`src/rtl/crc_pkg.sv`:
```
// Shared types and constants for the serial CRC packet encoder:
// FSM states, PID classes, CRC polynomials and seeds, and field lengths.
package crc_pkg;

  typedef enum logic [2:0] {
    ST_IDLE,
    ST_SYNC,
    ST_PID,
    ST_BODY,
    ST_CRC
  } state_t;

  typedef enum logic [1:0] {
    CLS_TOKEN,
    CLS_DATA,
    CLS_HS,
    CLS_BAD
  } pkt_cls_t;

  localparam logic [2:0] PID_TOKEN_PFX = 3'b100;
  localparam logic [2:0] PID_HS_PFX    = 3'b010;
  localparam logic [3:0] PID_DATA      = 4'b1100;

  // Polynomials are written without the implicit top term.
  localparam logic [4:0]  CRC5_POLY  = 5'b00101;
  localparam logic [4:0]  CRC5_SEED  = 5'b11111;
  localparam logic [15:0] CRC16_POLY = 16'h8005;
  localparam logic [15:0] CRC16_SEED = 16'hFFFF;

  localparam logic [7:0] SYNC_PATTERN = 8'b00000001;

  localparam logic [6:0] SYNC_LEN       = 7'd8;
  localparam logic [6:0] PID_LEN        = 7'd8;
  localparam logic [6:0] TOKEN_BODY_LEN = 7'd11;
  localparam logic [6:0] DATA_BODY_LEN  = 7'd64;
  localparam logic [6:0] CRC5_LEN       = 7'd5;
  localparam logic [6:0] CRC16_LEN      = 7'd16;

  function automatic pkt_cls_t classify(input logic [3:0] pid);
    pkt_cls_t cls;
    if (pid[3:1] == PID_TOKEN_PFX)   cls = CLS_TOKEN;
    else if (pid == PID_DATA)        cls = CLS_DATA;
    else if (pid[3:1] == PID_HS_PFX) cls = CLS_HS;
    else                             cls = CLS_BAD;
    return cls;
  endfunction

endpackage

```
`src/rtl/crc_encoder_if.sv`:
```
// Request and serial-output signals of the CRC encoder; the encoder is the
// slave, whoever presents packets and drains bits is the master.
interface crc_encoder_if;
  logic        pktInAvail;
  logic [3:0]  pid;
  logic [6:0]  addr;
  logic [3:0]  endp;
  logic [63:0] data;
  logic        readyIn;
  logic        bitOutReady;
  logic        bitOutAvail;
  logic        bitOut;
  logic        done;
  logic        err;

  modport master (
    output pktInAvail, pid, addr, endp, data, bitOutReady,
    input  readyIn, bitOutAvail, bitOut, done, err
  );

  modport slave (
    input  pktInAvail, pid, addr, endp, data, bitOutReady,
    output readyIn, bitOutAvail, bitOut, done, err
  );
endinterface

```
`src/rtl/crc_lfsr.sv`:
```
// Serial MSB-first CRC register: reseeds on clear, folds din in on shift_en.
module crc_lfsr #(
  parameter int           W    = 5,
  parameter logic [W-1:0] POLY = '0,
  parameter logic [W-1:0] SEED = '1
) (
  input  logic         clk,
  input  logic         rst_b,
  input  logic         clear,
  input  logic         shift_en,
  input  logic         din,
  output logic [W-1:0] crc
);

  logic [W-1:0] crc_q, crc_d;
  logic         fb;

  always_comb begin
    fb    = din ^ crc_q[W-1];
    crc_d = crc_q;
    if (clear) begin
      crc_d = SEED;
    end else if (shift_en) begin
      crc_d = {crc_q[W-2:0], 1'b0} ^ (fb ? POLY : '0);
    end
  end

  always_ff @(posedge clk or negedge rst_b) begin
    if (!rst_b) crc_q <= SEED;
    else        crc_q <= crc_d;
  end

  assign crc = crc_q;

endmodule

```
`src/rtl/crc_encoder.sv`:
```
// Serialises handshake, token and data packets as sync, PID, body and CRC,
// MSB first, under a bit-level valid/ready handshake.
module crc_encoder
  import crc_pkg::*;
(
  input  logic          clk,
  input  logic          rst_b,
  crc_encoder_if.slave  bus
);

  state_t      state_q, state_d;
  pkt_cls_t    cls_q, cls_d;
  logic [6:0]  cnt_q, cnt_d;
  logic        err_q, err_d;
  logic [3:0]  pid_q, pid_d;
  logic [63:0] body_q, body_d;

  logic        accept, fire, last, done_c;
  logic        cur_bit, body_bit;
  logic [6:0]  field_len;
  logic [4:0]  crc5;
  logic [15:0] crc16, crc_tx;
  logic [7:0]  pid_byte;
  logic [2:0]  idx8;
  logic [5:0]  idx64;
  logic [3:0]  idx16;

  assign accept = (state_q == ST_IDLE) && bus.pktInAvail;
  assign fire   = (state_q != ST_IDLE) && bus.bitOutReady;

  always_comb begin
    field_len = SYNC_LEN;
    case (state_q)
      ST_PID:  field_len = PID_LEN;
      ST_BODY: field_len = (cls_q == CLS_TOKEN) ? TOKEN_BODY_LEN : DATA_BODY_LEN;
      ST_CRC:  field_len = (cls_q == CLS_TOKEN) ? CRC5_LEN : CRC16_LEN;
      default: field_len = SYNC_LEN;
    endcase
  end

  assign last = (cnt_q == field_len - 7'd1);

  // The counter is the bit index within the current field, MSB first.
  assign idx8     = 3'd7 - cnt_q[2:0];
  assign idx64    = 6'd63 - cnt_q[5:0];
  assign idx16    = 4'd15 - cnt_q[3:0];
  assign pid_byte = {pid_q, ~pid_q};
  assign body_bit = body_q[idx64];
  // CRC5 is left-aligned so both CRC widths shift out from bit 15 down.
  assign crc_tx   = (cls_q == CLS_TOKEN) ? {~crc5, 11'd0} : ~crc16;

  always_comb begin
    cur_bit = 1'b0;
    case (state_q)
      ST_SYNC: cur_bit = SYNC_PATTERN[idx8];
      ST_PID:  cur_bit = pid_byte[idx8];
      ST_BODY: cur_bit = body_bit;
      ST_CRC:  cur_bit = crc_tx[idx16];
      default: cur_bit = 1'b0;
    endcase
  end

  always_comb begin
    state_d = state_q;
    cls_d   = cls_q;
    cnt_d   = cnt_q;
    pid_d   = pid_q;
    body_d  = body_q;
    err_d   = 1'b0;
    done_c  = 1'b0;
    if (state_q == ST_IDLE) begin
      cnt_d = 7'd0;
      if (accept) begin
        pid_d  = bus.pid;
        cls_d  = classify(bus.pid);
        body_d = (classify(bus.pid) == CLS_TOKEN) ? {bus.addr, bus.endp, 53'd0} : bus.data;
        if (classify(bus.pid) == CLS_BAD) err_d = 1'b1;
        else                              state_d = ST_SYNC;
      end
    end else if (fire) begin
      if (last) begin
        cnt_d = 7'd0;
        case (state_q)
          ST_SYNC: state_d = ST_PID;
          ST_PID: begin
            if (cls_q == CLS_HS) begin
              state_d = ST_IDLE;
              done_c  = 1'b1;
            end else begin
              state_d = ST_BODY;
            end
          end
          ST_BODY: state_d = ST_CRC;
          ST_CRC: begin
            state_d = ST_IDLE;
            done_c  = 1'b1;
          end
          default: state_d = ST_IDLE;
        endcase
      end else begin
        cnt_d = cnt_q + 7'd1;
      end
    end
  end

  // Control state
  always_ff @(posedge clk or negedge rst_b) begin
    if (!rst_b) begin
      state_q <= ST_IDLE;
      cls_q   <= CLS_BAD;
      cnt_q   <= 7'd0;
      err_q   <= 1'b0;
    end else begin
      state_q <= state_d;
      cls_q   <= cls_d;
      cnt_q   <= cnt_d;
      err_q   <= err_d;
    end
  end

  // Captured packet fields
  always_ff @(posedge clk) begin
    pid_q  <= pid_d;
    body_q <= body_d;
  end

  // The CRC registers only move while body bits are accepted, so they hold
  // their final value for the whole Crc state.
  crc_lfsr #(
    .W    (5),
    .POLY (CRC5_POLY),
    .SEED (CRC5_SEED)
  ) u_crc5 (
    .clk      (clk),
    .rst_b    (rst_b),
    .clear    (accept),
    .shift_en (fire && (state_q == ST_BODY) && (cls_q == CLS_TOKEN)),
    .din      (body_bit),
    .crc      (crc5)
  );

  crc_lfsr #(
    .W    (16),
    .POLY (CRC16_POLY),
    .SEED (CRC16_SEED)
  ) u_crc16 (
    .clk      (clk),
    .rst_b    (rst_b),
    .clear    (accept),
    .shift_en (fire && (state_q == ST_BODY) && (cls_q == CLS_DATA)),
    .din      (body_bit),
    .crc      (crc16)
  );

  assign bus.readyIn     = (state_q == ST_IDLE);
  assign bus.bitOutAvail = (state_q != ST_IDLE);
  assign bus.bitOut      = cur_bit;
  assign bus.done        = done_c;
  assign bus.err         = err_q;

endmodule

```
`src/flat_wrapper.sv`:
```
// flat-port wrapper written by rule: the top's interface ports become plain ports
module crc_encoder_flat import crc_pkg::*;
  (clk, rst_b, bus_pktInAvail, bus_pid, bus_addr, bus_endp, bus_data, bus_bitOutReady, bus_readyIn, bus_bitOutAvail, bus_bitOut, bus_done, bus_err);
  crc_encoder_if bus_i ();
  input  logic clk;
  input  logic rst_b;
  input wire logic [$bits(bus_i.pktInAvail)-1:0] bus_pktInAvail;
  input wire logic [$bits(bus_i.pid)-1:0] bus_pid;
  input wire logic [$bits(bus_i.addr)-1:0] bus_addr;
  input wire logic [$bits(bus_i.endp)-1:0] bus_endp;
  input wire logic [$bits(bus_i.data)-1:0] bus_data;
  input wire logic [$bits(bus_i.bitOutReady)-1:0] bus_bitOutReady;
  output wire logic [$bits(bus_i.readyIn)-1:0] bus_readyIn;
  output wire logic [$bits(bus_i.bitOutAvail)-1:0] bus_bitOutAvail;
  output wire logic [$bits(bus_i.bitOut)-1:0] bus_bitOut;
  output wire logic [$bits(bus_i.done)-1:0] bus_done;
  output wire logic [$bits(bus_i.err)-1:0] bus_err;
  assign bus_i.pktInAvail = bus_pktInAvail;
  assign bus_i.pid = bus_pid;
  assign bus_i.addr = bus_addr;
  assign bus_i.endp = bus_endp;
  assign bus_i.data = bus_data;
  assign bus_i.bitOutReady = bus_bitOutReady;
  assign bus_readyIn = bus_i.readyIn;
  assign bus_bitOutAvail = bus_i.bitOutAvail;
  assign bus_bitOut = bus_i.bitOut;
  assign bus_done = bus_i.done;
  assign bus_err = bus_i.err;
  crc_encoder u_core (.clk(clk), .rst_b(rst_b), .bus(bus_i));
endmodule
```
`config.mk`:
```
export PLATFORM = sky130hd
export DESIGN_NAME = crc_encoder_flat
export DESIGN_NICKNAME = d
export VERILOG_FILES = /design/src/rtl/crc_pkg.sv /design/src/rtl/crc_encoder_if.sv /design/src/rtl/crc_lfsr.sv /design/src/rtl/crc_encoder.sv /design/src/flat_wrapper.sv
export SDC_FILE = /design/constraint.sdc
export NUM_CORES = 1
export LEC_CHECK = 0
export CORE_MARGIN = 5
export CORE_UTILIZATION = 55
export CTS_BUF_LIST = sky130_fd_sc_hd__clkbuf_2 sky130_fd_sc_hd__clkbuf_4 sky130_fd_sc_hd__clkbuf_8
export CTS_CLUSTER_SIZE = 30
export DETAILED_ROUTE_END_ITERATION = 8
export PLACE_DENSITY = 0.88
export RECOVER_POWER = 50
export SLEW_MARGIN = 20
export SYNTH_ARGS = -nofsm -noshare
export SYNTH_HDL_FRONTEND = slang
export SYNTH_HIERARCHICAL = 1
export SYNTH_SLANG_ARGS = --single-unit
```
`constraint.sdc`:
```
create_clock -name clk -period 9.11 [get_ports clk]
set_clock_uncertainty 0.15 [all_clocks]
set_input_delay 1.822 -clock clk [delete_from_list [all_inputs] [get_ports clk]]
set_output_delay 1.822 -clock clk [all_outputs]
set_load 0.05 [all_outputs]
```
==> impl_metrics.py, run 1 <==
metrics = {
    "timing": {
        "fmax_ghz": 0.167,
        "rsz0062_at_grt": "no",
        "finalSetupViolCount": 0,
        "finalHoldViolCount": 0,
        "slew_viol_final": 100,
        "worst_pin_slew_ps": 2570,
        "finalCritPeriodShare_pct": 65.7,
        "tns_ps": 0,
        "relSlewSlack_pct": -71.7,
        "finalCriticalPeriod_ps": 5990,
    },
    "synthesis": {
        "ys.flop_type": "edfxtp_1",
        "synthArstFlopShare_pct": 33.3,
        "ys_ff_latch": 102,
        "synth_nets": 503,
        "synth_edf_count": 68,
        "synth_warnings": 6,
        "avgSynthCellArea_um2": 12.6,
        "yosysUniqueCellTypes": 56,
        "ys_seq_area_share_pct": 55.6,
        "syn_inst": 417,
        "syn-cell-area_um2": 5250,
    },
    "final_layout": {
        "n_antenna_cell": 0,
        "layout_commonest_cell": "clkdlybuf4s50_1",
        "area_growth_pct": 21.3,
        "fin_nets": 579,
        "drive_above_1_share_pct": 16.1,
        "final_cell_mix": "clkdlybuf4s50_1 (81), edfxtp_1 (68), nor2b_1 (66), mux2i_1 (24), dfstp_2 (23)",
    },
    "pwr": {
        "powerDensity_nw_per_um2": 159,
        "leakage_nw": 2.41,
        "fin_total_pwr_mw": 1.01,
        "ir_drop_v": 0.0000848,
    },
    "clock_tree": {
        "insertion_delay_ps": 350,
        "post_cts_buffers": 0,
        "clock-root-buffer": "clkbuf_8",
        "hold_buffers": 0,
        "clockBufferDepth": 2,
        "cts_sinks": 102,
        "cts_tree": "yes",
        "cts_resized": 0,
        "htreeDepth": 3,
        "cts_made_buffers": 9,
        "clk_pin_slew_ps": 100,
    },
    "global_route": {
        "grt-ovfl-total": 0,
        "grt_max_degree": 65,
        "grt_use_total_pct": 18.7,
        "grt_pass1_vias": 3665,
        "grt_antenna_before_repair": 0,
        "grt_pass1_wl_mm": 17.2,
    },
    "setup_path": {
        "endpoint_kind": "output pin",
        "cp.required_ps": 7140,
        "cp-start-kind": "input pin",
        "worst-setup-path-type": "in2out",
        "cp_max_fo": 12,
        "arrival_ps": 4010,
    },
    "job": {
        "maxCapViolations": 2,
    },
    "route": {
        "vias_per_cell": 5.60,
        "remaining_drc_errors": 0,
        "wl_per_cell_um": 16.7,
        "antenna_left": 0,
        "drt-initial-drc-count": 137,
        "wirelength_mm": 10.5,
        "vias": 3513,
        "drt_first_pass_iters": 6,
    },
    "worst_hold_path": {
        "hold_class": "reg2reg",
    },
    "floorplan": {
        "die_area_um2": 11600,
        "start_util_pct": 56.6,
        "fp.dieH_um": 108,
        "coreArea_um2": 9280,
        "rows": 35,
        "ios": 88,
        "die_w_um": 108,
    },
    "placement": {
        "io_buffers": 87,
        "place_congestion": 0.818,
        "dp_hpwl_mm": 7.48,
    },
    "status": {
        "outcome": "finished with violations",
        "violations": "max-capacitance violations, max-slew violations",
    },
}
-- where the power goes --
part	total, mW	internal (mW)	switching [mW]	leakage [nW]
registers	0.540	0.501	0.0388	0.987
logic	0.215	0.118	0.0968	1.34
clock network	0.257	0.102	0.155	0.0854
-- final cells by class --
cell class,count,area (µm²)
multi-input combinational,281,2180
tap,129,161
timing repair buffer,91,893
sequential,102,2930
clock inverter,7,56.3
clock buffer,9,124
inverter,8,30.0
fill,668,2910
-- flip-flops by register name (all words and copies together) (netlist names) --
| signal | cells |
|---|---|
| u_core/body_q | 64 |
| u_core/bus.err | 1 |
| u_core/cls_q | 2 |
| u_core/cnt_q | 7 |
| u_core/pid_q | 4 |
| u_core/state_q | 3 |
| u_core/u_crc16/crc | 16 |
| u_core/u_crc5/crc | 5 |
-- synth_stat cells, types with 2 or more instances --
cell type | count | share of area (%)
edfxtp_1 | 68 | 39
o211ai_1 | 6 | 0.86
mux4_2 | 12 | 5.1
o21ai_1 | 2 | 0.19
or3b_1 | 2 | 0.33
nand4_1 | 2 | 0.24
mux2i_1 | 24 | 4.6
nor2_1 | 13 | 0.93
xnor2_1 | 6 | 1.0
buf_2 | 10 | 0.95
dfrtp_1 | 11 | 5.2
clkbuf_1 | 12 | 0.86
nor2b_1 | 66 | 7.9
o21ai_0 | 15 | 1.4
and3_1 | 2 | 0.24
xor2_1 | 5 | 0.83
o22ai_1 | 2 | 0.24
nand2_1 | 14 | 1.0
a211o_2 | 3 | 0.57
a21oi_1 | 6 | 0.57
inv_1 | 7 | 0.50
a22oi_1 | 7 | 1.0
buf_6 | 2 | 0.43
nand3_1 | 13 | 1.2
mux2_2 | 11 | 2.4
nand2b_1 | 3 | 0.36
nor3_1 | 8 | 0.76
and2_1 | 3 | 0.36
ha_1 | 3 | 0.71
a31oi_1 | 4 | 0.48
a211o_1 | 17 | 2.8
dfstp_2 | 23 | 12
nand4b_1 | 2 | 0.33
or3_1 | 3 | 0.36
a211oi_1 | 3 | 0.43
o32ai_1 | 3 | 0.50
and2b_2 | 5 | 0.83
-- path summary, 6_finish.rpt --
kind	start	to	slack, ps	cells past startpoint
worst max register to register	u_core/state_q[0]	u_core/body_q[17]	5150	4
min in group asynchronous	rst_b	u_core/state_q[0]	2310	2
worst min register to register	u_core/cls_q[0]	u_core/cls_q[0]	360	2
worst max-delay path	bus_bitOutReady	bus_done	3120	5
worst min-delay path	u_core/cls_q[0]	u_core/cls_q[0]	360	2
max in group asynchronous	rst_b	u_core/cnt_q[0]	5250	2
-- logic make-up (layout without fill, tap and decap cells) --
| kind of cell | Yosys count | count (layout) | share of synthesized area (%) |
|---|---|---|---|
| compound gates | 74 | 74 | 10.1 |
| xor+xnor | 12 | 12 | 2.29 |
| fa+ha+maj | 3 | 3 | 0.715 |
| buf+inv | 34 | 115 | 3.03 |
| flops | 102 | 102 | 55.6 |
| mux | 47 | 47 | 12.1 |
| simple gates | 145 | 145 | 16.2 |
-- stage by stage --
stage	setup WS, ps	cells	hold slack [ps]	utilization (%)	cell area [µm²]
floorplan	4350	417	324	-	5250
global placement	3260	611	344	66.8	6200
detailed placement	3200	611	352	66.8	6200
CTS	3190	627	366	68.7	6380
global route	2910	627	414	68.6	6370
finish	3120	627	364	68.6	6370
-- worst max-delay path, cell delays in order --
cell	delay (ps)
clkdlybuf4s50_1	730
o21ai_2	160
or2_0	300
nor3_2	170
clkdlybuf4s50_1	820
-- routing by layer --
layer	GRT usage (%)	vias up	wire length (µm)
met5	0	-	0
met4	6.22	0	97
met3	4.50	12	566
met2	31.1	119	5380
met1	24.1	1682	4400
li1	-	1700	-
(Power assumes the default switching activity.)
==> run 2: changes to the inputs <==
CORE_UTILIZATION = 50   (was 55)
PLACE_DENSITY = 0.85   (was 0.88)
clock period = 5.3 ns   (was 9.11 ns; I/O delays follow)
==> run 2 against run 1 <==
The flow still finishes with violations (max-capacitance violations, max-slew violations); power grew 75%; sequential power increased by 70%; critical path depth is 5 higher; routed wire length about the same; first-iteration DRC count grew 50%; flip-flop and latch count did not move; count of clock-buffer cells in the layout increased by 2; clock power is 86% higher; largest power group unchanged.
==> impl_metrics.py, run 2 (synthesized netlist as in run 1, its figures left out) <==
metrics = {
    "status": {
        "outcome": "finished with violations",
        "violations": "max-capacitance violations, max-slew violations",
    },
    "setup_path": {
        "arrival_ps": 3800,
        "cp_max_fo": 11,
        "cp-start-kind": "register",
        "startpoint": "u_core/state_q[2]",
        "worst-setup-path-type": "reg2out",
        "cp.required_ps": 4090,
        "endpoint_kind": "output pin",
        "reg2reg_from": "u_core/cnt_q[0]",
    },
    "final_layout": {
        "fill_cells": 801,
        "multi_input_area_um2": 2180,
        "instances_no_fill": 637,
        "largest_register": "u_core/body_q",
        "layout_commonest_cell": "clkdlybuf4s50_1",
        "post-route-cell-area_um2": 6420,
        "fin_nets": 582,
        "area_growth_pct": 22.2,
        "n_antenna_cell": 0,
        "final_cell_mix": "clkdlybuf4s50_1 (80), edfxtp_1 (68), nor2b_1 (66), mux2i_1 (24), dfstp_2 (23)",
        "largest_reg_flops": 64,
        "drive_above_1_share_pct": 16.0,
        "regArea_um2": 2920,
    },
    "pwr": {
        "p_clk_share_pct": 26.9,
        "ir_drop_v": 0.000138,
        "p_sw_mw": 0.476,
        "comb_power_share_pct": 21.3,
        "power.internal_mw": 1.30,
        "leakage_nw": 2.44,
        "swShare_pct": 26.9,
        "powerDensity_nw_per_um2": 276,
        "power_frac_seq_pct": 51.8,
    },
    "timing": {
        "worst_pin_slew_ps": 1850,
        "finalCritPeriodShare_pct": 94.5,
        "rsz0062_at_grt": "no",
        "relSlewSlack_pct": -23.4,
        "finalSetupViolCount": 0,
        "fmax_ghz": 0.200,
        "finalCriticalPeriod_ps": 5010,
        "fin_ws_ps": 293,
        "tns_ps": 0,
        "slew_viol_final": 105,
        "finalHoldViolCount": 0,
    },
    "route": {
        "wirelength_mm": 10.5,
        "vias_per_cell": 5.63,
        "wl_per_cell_um": 16.4,
        "drt-initial-drc-count": 205,
        "antenna_left": 0,
        "vias": 3585,
        "remaining_drc_errors": 0,
        "drt_first_pass_iters": 6,
    },
    "clock_tree": {
        "htreeDepth": 3,
        "cts_made_buffers": 9,
        "insertion_delay_ps": 360,
        "cts_sinks": 102,
        "cts_resized": 0,
        "hold_buffers": 0,
        "clock-root-buffer": "clkbuf_8",
        "cts_tree": "yes",
        "clk_pin_slew_ps": 90,
        "clockBufferDepth": 2,
        "post_cts_buffers": 0,
    },
    "floorplan": {
        "die_area_um2": 12700,
        "die_w_um": 112,
        "ios": 88,
        "coreArea_um2": 10300,
        "rows": 37,
        "start_util_pct": 51.1,
        "fp.dieH_um": 112,
    },
    "global_route": {
        "grt_pass1_wl_mm": 17.2,
        "grt_pass1_vias": 3523,
        "grt_max_degree": 49,
        "grt-ovfl-total": 0,
        "grt_use_total_pct": 16.9,
        "grt_antenna_before_repair": 0,
    },
    "worst_hold_path": {
        "hp-start": "u_core/cls_q[1]",
        "hold_class": "reg2reg",
    },
    "placement": {
        "placed_area_um2": 6240,
        "io_buffers": 87,
        "dp_hpwl_mm": 7.69,
        "place_congestion": 0.951,
        "post-place-ws_ps": 707,
        "dp.cells": 621,
    },
    "job": {
        "maxCapViolations": 3,
    },
}
==> run 2: changes by cell type in the layout (fill, tap and decap cells not counted), sizes merged <==
cell	delta
clkbuf	+3
buf	+2
inv	-2
bufinv	+1
clkdlybuf4s50	-1
clkinv	-1
dlygate4sd3	+1
==> run 2: through the flow <==
stage | utilization, % | power (mW) | hold WS [ps]
after CTS | 62.6 | 1.79 | 383
final | 62.5 | 1.77 | 383
after detailed placement | 60.7 | 1.32 | 364
after global routing | 62.5 | 1.85 | 413
after global placement | 60.7 | 1.30 | 346
after floorplan | - | 1.17 | 324
==> run 2: critical path, cell delays in order (launching register included) <==
cell             delay, ps
dfrtp_1                500
nor3b_1                460
o21ai_0                160
ha_1                   320
xnor2_1                190
o21ai_0                110
a31oi_1                150
o2111ai_1              230
or2_4                  340
nor3_2                 140
clkdlybuf4s50_1        810
==> run 2: worst paths after layout <==
path | slack (ps) | to | cells past startpoint
max in group asynchronous | 2220 | u_core/cnt_q[0] | 2
min | 380 | u_core/cls_q[1] | 2
min reg2reg | 380 | u_core/cls_q[1] | 2
max reg2reg | 2010 | u_core/u_crc16/crc[15] | 9
min in group asynchronous | 1590 | u_core/state_q[0] | 2
max | 290 | bus_done | 10
==> run 2: power by group through the flow <==
stage | Sequential (mW) | Combinational (mW) | Clock, mW
3_3_place_gp | 0.935 | 0.369 | 0
2_1_floorplan | 0.887 | 0.287 | 0
3_5_place_dp | 0.937 | 0.379 | 0
5_1_grt | 0.926 | 0.411 | 0.517
4_1_cts | 0.920 | 0.382 | 0.487
6_report | 0.919 | 0.378 | 0.477
==> run 2: per-layer routing <==
metal / track usage (%) / up-vias / wire (µm)
met5: 0 / - / 0
met1: 22.9 / 1734 / 4510
met2: 27.7 / 138 / 5120
met4: 6.01 / 0 / 192
li1: - / 1698 / -
met3: 2.59 / 15 / 642
==> run 2: final cells by class <==
type | instances | area share [%]
well taps | 136 | 2.65
clock inverters | 5 | 0.780
inverters | 8 | 0.468
flip-flops and latches | 102 | 45.5
clock buffers | 11 | 2.26
repair buffers | 94 | 14.4
multi-input cells | 281 | 33.9
